==> src/rtl/debug_defs.sv <==
// Shared command opcodes, word width and FSM state encoding for the debug loader.
package debug_defs;

  localparam int WORD_W = 16;

  localparam logic [7:0] CMD_LOAD_PM  = 8'h01;
  localparam logic [7:0] CMD_RUN      = 8'h02;
  localparam logic [7:0] CMD_DUMP     = 8'h03;
  localparam logic [7:0] CMD_WRITE_DM = 8'h04;

  typedef enum logic [4:0] {
    IDLE,
    LD_CNT_H, LD_CNT_L, LD_HI, LD_LO, LD_WR,
    WD_AH, WD_AL, WD_DH, WD_DL, WD_WR,
    RUN_H, RUN_L, RUNNING,
    DUMP_RD, DUMP_CAP,
    TX_HI, TX_HI_WAIT, TX_LO, TX_LO_WAIT
  } state_e;

endpackage

==> src/rtl/word_assembler.sv <==
// Collects two bytes (high first) into a 16-bit word; word_vld pulses with the low byte.
module word_assembler
  import debug_defs::*;
(
  input  logic              clk,
  input  logic              reset,
  input  logic              clear,
  input  logic              byte_vld,
  input  logic [7:0]        byte_in,
  output logic              word_vld,
  output logic [WORD_W-1:0] word
);

  logic       have_hi_q, have_hi_d;
  logic [7:0] hi_q, hi_d;

  always_comb begin
    have_hi_d = have_hi_q;
    hi_d      = hi_q;
    if (clear) begin
      have_hi_d = 1'b0;
    end else if (byte_vld) begin
      have_hi_d = ~have_hi_q;
      if (!have_hi_q) hi_d = byte_in;
    end
  end

  always_ff @(posedge clk) begin
    if (reset) begin
      have_hi_q <= 1'b0;
      hi_q      <= 8'h00;
    end else begin
      have_hi_q <= have_hi_d;
      hi_q      <= hi_d;
    end
  end

  assign word_vld = byte_vld & have_hi_q & ~clear;
  assign word     = {hi_q, byte_in};

endmodule

==> src/rtl/debug_loader.sv <==
// Serial debug loader: loads program memory, writes data memory, runs the CPU
// for a bounded number of cycles and dumps ACC/PC/data memory over the UART.
module debug_loader
  import debug_defs::*;
#(
  parameter int DATA_LENGTH = 16,
  parameter int ADDR_LENGTH = 11,
  parameter int DUMP_WORDS  = 16
) (
  input  logic                   clk,
  input  logic                   reset,
  input  logic [7:0]             rx_data,
  input  logic                   rx_done,
  input  logic                   tx_busy,
  input  logic                   tx_done,
  output logic [7:0]             tx_data,
  output logic                   tx_start,
  output logic                   reset_bip,
  output logic                   WrPM,
  output logic                   WrDM,
  output logic                   RdDM,
  output logic [DATA_LENGTH-1:0] dataFromInterface,
  output logic [ADDR_LENGTH-1:0] addrFromInterface,
  input  logic [DATA_LENGTH-1:0] outAcc,
  input  logic [DATA_LENGTH-1:0] outPC,
  input  logic [DATA_LENGTH-1:0] data_from_dm
);

  state_e                 state_q, state_d;
  logic [WORD_W-1:0]      cnt_q, cnt_d;
  logic [WORD_W-1:0]      idx_q, idx_d;
  logic [WORD_W-1:0]      tx_word_q, tx_word_d;
  logic [7:0]             tx_data_q, tx_data_d;
  logic [DATA_LENGTH-1:0] data_q, data_d;
  logic [ADDR_LENGTH-1:0] addr_q, addr_d;
  logic                   wr_pm_q, wr_pm_d;
  logic                   wr_dm_q, wr_dm_d;
  logic                   rd_dm_q, rd_dm_d;
  logic                   tx_start_q, tx_start_d;
  logic                   reset_bip_q, reset_bip_d;

  logic                   rx_field;
  logic                   word_vld;
  logic [WORD_W-1:0]      word;

  // Only field-receiving states feed the assembler; every other state drops rx bytes.
  assign rx_field = state_q inside {LD_CNT_H, LD_CNT_L, LD_HI, LD_LO,
                                    WD_AH, WD_AL, WD_DH, WD_DL, RUN_H, RUN_L};

  word_assembler u_word_asm (
    .clk      (clk),
    .reset    (reset),
    .clear    (state_q == IDLE),
    .byte_vld (rx_done & rx_field),
    .byte_in  (rx_data),
    .word_vld (word_vld),
    .word     (word)
  );

  always_comb begin
    state_d    = state_q;
    cnt_d      = cnt_q;
    idx_d      = idx_q;
    tx_word_d  = tx_word_q;
    tx_data_d  = tx_data_q;
    data_d     = data_q;
    addr_d     = addr_q;
    wr_pm_d    = 1'b0;
    wr_dm_d    = 1'b0;
    rd_dm_d    = 1'b0;
    tx_start_d = 1'b0;

    case (state_q)
      IDLE: if (rx_done) begin
        case (rx_data)
          CMD_LOAD_PM:  state_d = LD_CNT_H;
          CMD_RUN:      state_d = RUN_H;
          CMD_WRITE_DM: state_d = WD_AH;
          CMD_DUMP: begin
            idx_d     = '0;
            tx_word_d = WORD_W'(outAcc);
            state_d   = TX_HI;
          end
          default: ;
        endcase
      end

      LD_CNT_H: if (rx_done) state_d = LD_CNT_L;
      LD_CNT_L: if (word_vld) begin
        cnt_d   = word;
        idx_d   = '0;
        state_d = (word == '0) ? IDLE : LD_HI;
      end
      LD_HI: if (rx_done) state_d = LD_LO;
      LD_LO: if (word_vld) begin
        wr_pm_d = 1'b1;
        data_d  = DATA_LENGTH'(word);
        addr_d  = ADDR_LENGTH'(idx_q);
        state_d = LD_WR;
      end
      LD_WR: begin
        idx_d   = idx_q + 1'b1;
        cnt_d   = cnt_q - 1'b1;
        state_d = (cnt_q <= 1) ? IDLE : LD_HI;
      end

      WD_AH: if (rx_done) state_d = WD_AL;
      WD_AL: if (word_vld) begin
        addr_d  = ADDR_LENGTH'(word);
        state_d = WD_DH;
      end
      WD_DH: if (rx_done) state_d = WD_DL;
      WD_DL: if (word_vld) begin
        wr_dm_d = 1'b1;
        data_d  = DATA_LENGTH'(word);
        state_d = WD_WR;
      end
      WD_WR: state_d = IDLE;

      RUN_H: if (rx_done) state_d = RUN_L;
      RUN_L: if (word_vld) begin
        cnt_d   = word;
        state_d = (word == '0) ? IDLE : RUNNING;
      end
      RUNNING: begin
        cnt_d = cnt_q - 1'b1;
        if (cnt_q <= 1) state_d = IDLE;
      end

      // RdDM is high during DUMP_RD; the memory answers one cycle later.
      DUMP_RD:  state_d = DUMP_CAP;
      DUMP_CAP: begin
        tx_word_d = WORD_W'(data_from_dm);
        state_d   = TX_HI;
      end

      TX_HI: if (!tx_busy) begin
        tx_start_d = 1'b1;
        tx_data_d  = tx_word_q[15:8];
        state_d    = TX_HI_WAIT;
      end
      TX_HI_WAIT: if (tx_done) state_d = TX_LO;
      TX_LO: if (!tx_busy) begin
        tx_start_d = 1'b1;
        tx_data_d  = tx_word_q[7:0];
        state_d    = TX_LO_WAIT;
      end
      TX_LO_WAIT: if (tx_done) begin
        idx_d = idx_q + 1'b1;
        if (idx_q + 16'd1 == WORD_W'(DUMP_WORDS + 2)) begin
          state_d = IDLE;
        end else if (idx_q == '0) begin
          tx_word_d = WORD_W'(outPC);
          state_d   = TX_HI;
        end else begin
          // Item idx_q+1 maps to data memory word idx_q+1-2.
          rd_dm_d = 1'b1;
          addr_d  = ADDR_LENGTH'(idx_q - 16'd1);
          state_d = DUMP_RD;
        end
      end

      default: state_d = IDLE;
    endcase

    reset_bip_d = (state_d != RUNNING);
  end

  always_ff @(posedge clk) begin
    if (reset) begin
      state_q     <= IDLE;
      cnt_q       <= '0;
      idx_q       <= '0;
      tx_word_q   <= '0;
      tx_data_q   <= '0;
      data_q      <= '0;
      addr_q      <= '0;
      wr_pm_q     <= 1'b0;
      wr_dm_q     <= 1'b0;
      rd_dm_q     <= 1'b0;
      tx_start_q  <= 1'b0;
      reset_bip_q <= 1'b1;
    end else begin
      state_q     <= state_d;
      cnt_q       <= cnt_d;
      idx_q       <= idx_d;
      tx_word_q   <= tx_word_d;
      tx_data_q   <= tx_data_d;
      data_q      <= data_d;
      addr_q      <= addr_d;
      wr_pm_q     <= wr_pm_d;
      wr_dm_q     <= wr_dm_d;
      rd_dm_q     <= rd_dm_d;
      tx_start_q  <= tx_start_d;
      reset_bip_q <= reset_bip_d;
    end
  end

  assign tx_data           = tx_data_q;
  assign tx_start          = tx_start_q;
  assign reset_bip         = reset_bip_q;
  assign WrPM              = wr_pm_q;
  assign WrDM              = wr_dm_q;
  assign RdDM              = rd_dm_q;
  assign dataFromInterface = data_q;
  assign addrFromInterface = addr_q;

endmodule

==> config.mk <==
export PLATFORM = sky130hd
export DESIGN_NAME = debug_loader
export DESIGN_NICKNAME = d
export VERILOG_FILES = /design/src/rtl/debug_defs.sv /design/src/rtl/word_assembler.sv /design/src/rtl/debug_loader.sv
export SDC_FILE = /design/constraint.sdc
export NUM_CORES = 1
export LEC_CHECK = 0
export BUFFER_PORTS_ARGS = -buffer_cell sky130_fd_sc_hd__buf_2
export CORE_ASPECT_RATIO = 1.5
export CORE_UTILIZATION = 45
export CTS_CLUSTER_SIZE = 10
export DETAILED_ROUTE_END_ITERATION = 10
export HOLD_SLACK_MARGIN = 0.06
export PLACE_DENSITY = 0.66
export SKIP_LAST_GASP = 1
export SYNTH_ARGS = -nofsm -noshare
export SYNTH_HDL_FRONTEND = slang
export SYNTH_SLANG_ARGS = --single-unit
==> constraint.sdc <==
create_clock -name clk -period 3.16 [get_ports clk]
set_input_delay 0.158 -clock clk [delete_from_list [all_inputs] [get_ports clk]]
set_output_delay 0.158 -clock clk [all_outputs]
set_load 0.02 [all_outputs]
# Word level (Yosys, flattened, before mapping)
# Index checks and enable logic that the tools add are counted.
[classes]
mux = 48
n_bitwise = 10
n_eq_ne = 36
n_addsub = 3
n_reduce_logical = 25
n_lt_le_gt_ge = 1
[ops]
columns = ["op", "count"]
rows = [
  ["$mux W16", 10],
  ["$pmux W5 S19", 1],
  ["$mux W5", 18],
  ["$pmux W16 S4", 1],
  ["$mux W11", 5],
  ["$pmux W16 S3", 1],
  ["$eq A5 B4 Y1 const B", 7],
  ["$pmux W11 S3", 1],
  ["$logic_not A16 Y1", 2],
  ["$pmux W16 S2", 1],
  ["$eq A5 B3 Y1 const B", 4],
  ["$eq A5 B5 Y1 const B", 4],
  ["$pmux W5 S4", 1],
  ["$add A16 B1 Y16 const B", 1],
  ["$eq A16 B5 Y1 const B", 1],
  ["$eq A8 B2 Y1 const B", 2],
  ["$le A16 B1 Y1 const B", 1],
  ["$mux W8", 2],
  ["$ne A2 B2 Y1 const B", 8],
  ["$pmux W8 S2", 1],
  ["$reduce_or A2 Y1", 8],
  ["$sub A16 B1 Y16 const B", 1],
  ["$reduce_and A6 Y1", 2],
  ["$sub A11 B1 Y11 const B", 1],
  ["other kinds (20)", 39],
]
[word_totals]
wordCells = 137
input_bits = 61
register_bits = 102
output_inout_bits = 40

# Longest topological paths before layout
[depth]
word_depth = 8
mapped_depth = 11
depth_no_buf = 9

# Modules after synthesis
# From an unflattened synthesis, not the netlist that was laid out.
[hier_totals]
cells_unflattened = 748
hier_area_um2 = 5891.9
[modules_own_cells]
columns = ["mod", "seq_area_each_um2", "n_inst", "area_per_inst_um2", "cells_per_inst"]
rows = [
  ["debug_loader", 1861.8, 1, 5420.2, 701],
  ["word_assembler", 180.2, 1, 471.7, 47],
]

# Worst setup path before layout
# OpenSTA, ideal clock, no wires.
[synth_path]
path_type = "register to register"
start = "register idx_q[0]"
end = "register addr_q[6], in the netlist addrFromInterface[6]"
setup_slack_ps = 632
setup_time_ps = 149
required_ps = 3011
period_less_slack_ps = 2528
stages_incl_launch_ff = 10
t_arrival_ps = 2379
path_buffers = 1
path_cell_list = "dfxtp_1 > ha_1 > nand3_1 > or3_1 > or4_1 > o311ai_0 > nand4_1 > clkbuf_1 > a21oi_1 > a311oi_1"
[synth_between]
elab_chain_len = 5
word_cells_on_any_way = 11
classes_between = "2 x add/sub; 3 x eq/ne; 4 x mux; 2 x reduce/logical"
[synth_rtl]
columns = ["element", "line_no", "text"]
rows = [
  ["start, declared", "debug_loader.sv:31", "logic [WORD_W-1:0] idx_q, idx_d;"],
  ["start signal, assigned", "debug_loader.sv:186", "idx_q <= idx_d;"],
  ["parallel branches: the longest is 5 deep, another holds $add A16 B1 Y16", "-", ""],
  ["end signal, assigned", "debug_loader.sv:190", "addr_q <= addr_d;"],
  ["end, declared", "debug_loader.sv:35", "logic [ADDR_LENGTH-1:0] addr_q, addr_d;"],
]
# Parallel ways; which one is timed is not known. The select of a mux whose other input is x is not followed.
# A chain may end at the register's enable or synchronous reset.

# Final worst setup path
[layout_path]
start = "register idx_q[1]"
end = "register addr_q[9], in the netlist addrFromInterface[9]"
# The elaborated chain is that of the path after synthesis.

==> reports/summary.md <==
The post-synthesis area per instance is 7.70 um2. In this run the tool buffered the top-level ports with 100 buffer cells. For the count of mapped cells out of synthesis, the log shows 747.

STA classifies the critical path endpoint as a flop. Setup repair after global routing left no endpoint under its margin. The async set or reset register ratio after synthesis is 0%. The tree is rooted in a clkbuf_16. The floorplan step set the die width to 94.3 um. The number of different library cells used by synthesis comes to 65.

During synthesis, Yosys emitted a total of 0 warnings. The tool flagged a number of max-cap violations equal to 0. In this run the worst hold path is classified as primary input to flop.

The tools report the critical path startpoint category as a flop. The sequential power share was 51.2%. The H-tree was split into 3 levels. The internal portion of the total power is 1.89 mW.

The design draws 2.53 mW. After legalization and detailed placement, the total HPWL measured 13200 um. The library cell used most frequently in the layout, excluding fill and tap cells, is dfxtp_1. For the overall track demand over capacity in global routing, the log shows 28.1%. For this design the ratio of total power to cell area is 372 mW/mm2.

In this run the worst path has a maximum fanout of 10. From synthesis to final layout, the design area changed by 18.3%. The run gives 0 ps as the final setup TNS. The number of antenna diodes in the final layout is 0. The library cells used most frequently in the layout, excluding fill and tap cells, are dfxtp_1 (102), buf_2 (100), nor2_1 (90).

101 I/O pins were placed. Of the total power, combinational logic draws 4.7%. For the required time of the critical path, the log shows 3420 ps. TritonCTS built the clock tree. The clock network accounts for 44.1% of the total power. The first global-routing pass estimated 29200 um of wire. The register bit count reported by yosys was 102; the initial antenna violation count was 0. The core region is 0.0124 mm2.

Clock-pin slew was measured on the worst setup and hold paths at 80 ps. Across the VDD grid, the largest voltage drop is 259 uV. For the clock tree skew after final layout, the log shows 10.2 ps. The final hold violation count came out at 0. Row generation in the floorplan step produced 50 rows. The die covers 0.0132 mm2. The average detailed-routed wire length per instance works out to 18.5 um. At the pin with the least slew margin, the transition time is 976 ps. The final count of negative-setup-slack endpoints is 0.

The sequential cell area fraction in the yosys report was 35.5%; the final antenna-violating net count was 0. CTS saw 102 sinks. For the worst setup path, the data arrival time is 3150 ps. Dividing the detail-routed via count by the number of cells gives 6.25.

The type of the worst setup path was flop to flop. For this run the aggregate overflow at the end of global routing stands at 0. The final-report max-slew violation count was 0; the clock period minus worst slack was 2890 ps. In this run the static leakage power is 2.53 nW. The final critical path takes up 91.4% of the cycle. The share of the core filled with cells was 54.7%; the count of flip-flops with a built-in enable after synthesis was 0. The routed layout has 6217 vias.

Cells with a size suffix above 1 make up 20.0% of the layout. The final layout contains routed wiring with a total length of 18400 um. The logs give 0.998 for the weighted congestion reported at the end of routability-driven placement and 2 for the maximum buffer depth of the clock tree.

In this run the cell area of the synthesized design comes to 0.00575 mm2. Clock tree synthesis inserted a total of 9 buffers. Measured along the y axis, the die boundary spans 140 um.

The run gives 346 MHz as the highest achievable clock rate. The remaining max-slew budget at the tightest pin was 34.1%. Among all flip-flop cells after synthesis, the most frequent one is dfxtp_1. The worst-skew pair later-pin latency is 360 ps.

Entering global routing, the biggest net connects 92 pins. The first detailed-routing pass ran for 5 iterations. The number of nets in the synthesized netlist is 814.

Summed over all nets, the switching power comes to 0.634 mW. The tools report the via count of the first global-routing pass as 5822. The run gives 402 as the initial detailed-routing violation count. The switching portion of total power was 25.1%. The flow ran to the end, and the final reports show no timing, DRC or antenna violations.

Hold repair after CTS inserted 0 buffers. The tools report the number of resized instances in the post-cts repair step as 0. After clock tree synthesis, the setup repair step added 0 buffers. After detailed routing, the number of remaining DRC violations is 0.

For this configuration, the core starts out at a cell density of 46.2%. After the last flow step, the layout net total stands at 901.
==> stage by stage <==
step,hold slack [ps],instance area [um2],setup slack [ps],instances
global placement,427,6500,412,979
detailed placement,436,6500,319,979
CTS,61.2,6800,304,995
floorplan,305,5750,632,747
finish,66.3,6800,272,995
global route,79.0,6800,23.9,995
==> state kept, by name (all words and copies together), names as in the netlist <==
register and count:
idx_q 16, tx_word_q 16, dataFromInterface 16, u_word_asm.have_hi_q 1, tx_start 1, state_q 5
reset_bip 1, WrPM 1, u_word_asm.hi_q 8, tx_data 8, cnt_q 16, WrDM 1
RdDM 1, addrFromInterface 11
==> critical path, cell delays in order, from the launching register on <==
cell	delay (ps)
dfxtp_1	350
ha_1	260
nand3_1	180
or3_1	480
or4_1	540
o311ai_0	260
and4_1	330
nor2_1	140
a211oi_1	250
==> power groups by stage <==
| stage | clock, mW | combinational [mW] | sequential, mW |
|---|---|---|---|
| floorplan | 0 | 0.0550 | 1.32 |
| global placement | 0 | 0.118 | 1.32 |
| detailed placement | 0 | 0.119 | 1.32 |
| CTS | 1.14 | 0.119 | 1.29 |
| global route | 1.19 | 0.131 | 1.29 |
| finish | 1.11 | 0.120 | 1.29 |
==> final timing paths <==
check	startpoint	to	slack (ps)	cells after the start
max	idx_q[1]	addrFromInterface[9]	270	8
min	outAcc[9]	tx_word_q[9]	70	3
max reg2reg	idx_q[1]	addrFromInterface[9]	270	8
min reg2reg	tx_data[3]	tx_data[3]	450	2
==> cells by family after synthesis <==
family / Yosys count / share of synthesized area [%]
AND/OR/NAND/NOR: 312 / 26.9
multiplexers: 27 / 4.72
buffers and inverters: 73 / 4.92
XOR/XNOR: 6 / 0.914
adder cells (fa/ha/maj): 6 / 1.31
flip-flops: 102 / 35.5
AO/OA/AOI/OAI: 221 / 25.7
==> cell usage after synthesis (6+ instances only) <==
cell	count	share of area (%)
dfxtp_1	102	36
buf_2	7	0.61
a311oi_1	20	3.0
nor2b_1	9	0.98
nor3_1	25	2.2
nand2b_1	9	0.98
nand3_1	28	2.4
nand4_1	9	0.98
a211oi_1	6	0.78
nand2_1	72	4.7
inv_1	12	0.78
o211ai_1	6	0.78
a31oi_1	8	0.87
nor2_1	91	5.9
and3_1	8	0.87
a22oi_1	17	2.2
o21ai_0	43	3.7
a221oi_1	8	1.2
ha_1	6	1.3
clkbuf_1	49	3.2
o221ai_1	8	1.2
nand3b_1	8	1.0
nor4_1	9	0.98
mux2i_1	26	4.5
or3_1	12	1.3
a21oi_1	68	5.9
==> routing by layer <==
| layer | routed length [um] | global-route usage [%] | vias up |
|---|---|---|---|
| met5 | 0 | 0 | - |
| met4 | 960 | 17.2 | 0 |
| met3 | 1080 | 3.58 | 71 |
| met2 | 9340 | 48.9 | 296 |
| met1 | 6990 | 31.8 | 2903 |
| li1 | - | - | 2947 |
==> final cells by class <==
type,instances,area [um2]
Multi-Input combinational cell,572,3450
Fill cell,1190,5650
Sequential cell,102,2040
Inverter,13,48.8
Clock inverter,7,73.8
Timing Repair Buffer,136,771
Clock buffer,9,225
Tap cell,156,195
Note: power is estimated with default switching activity, not from simulation.
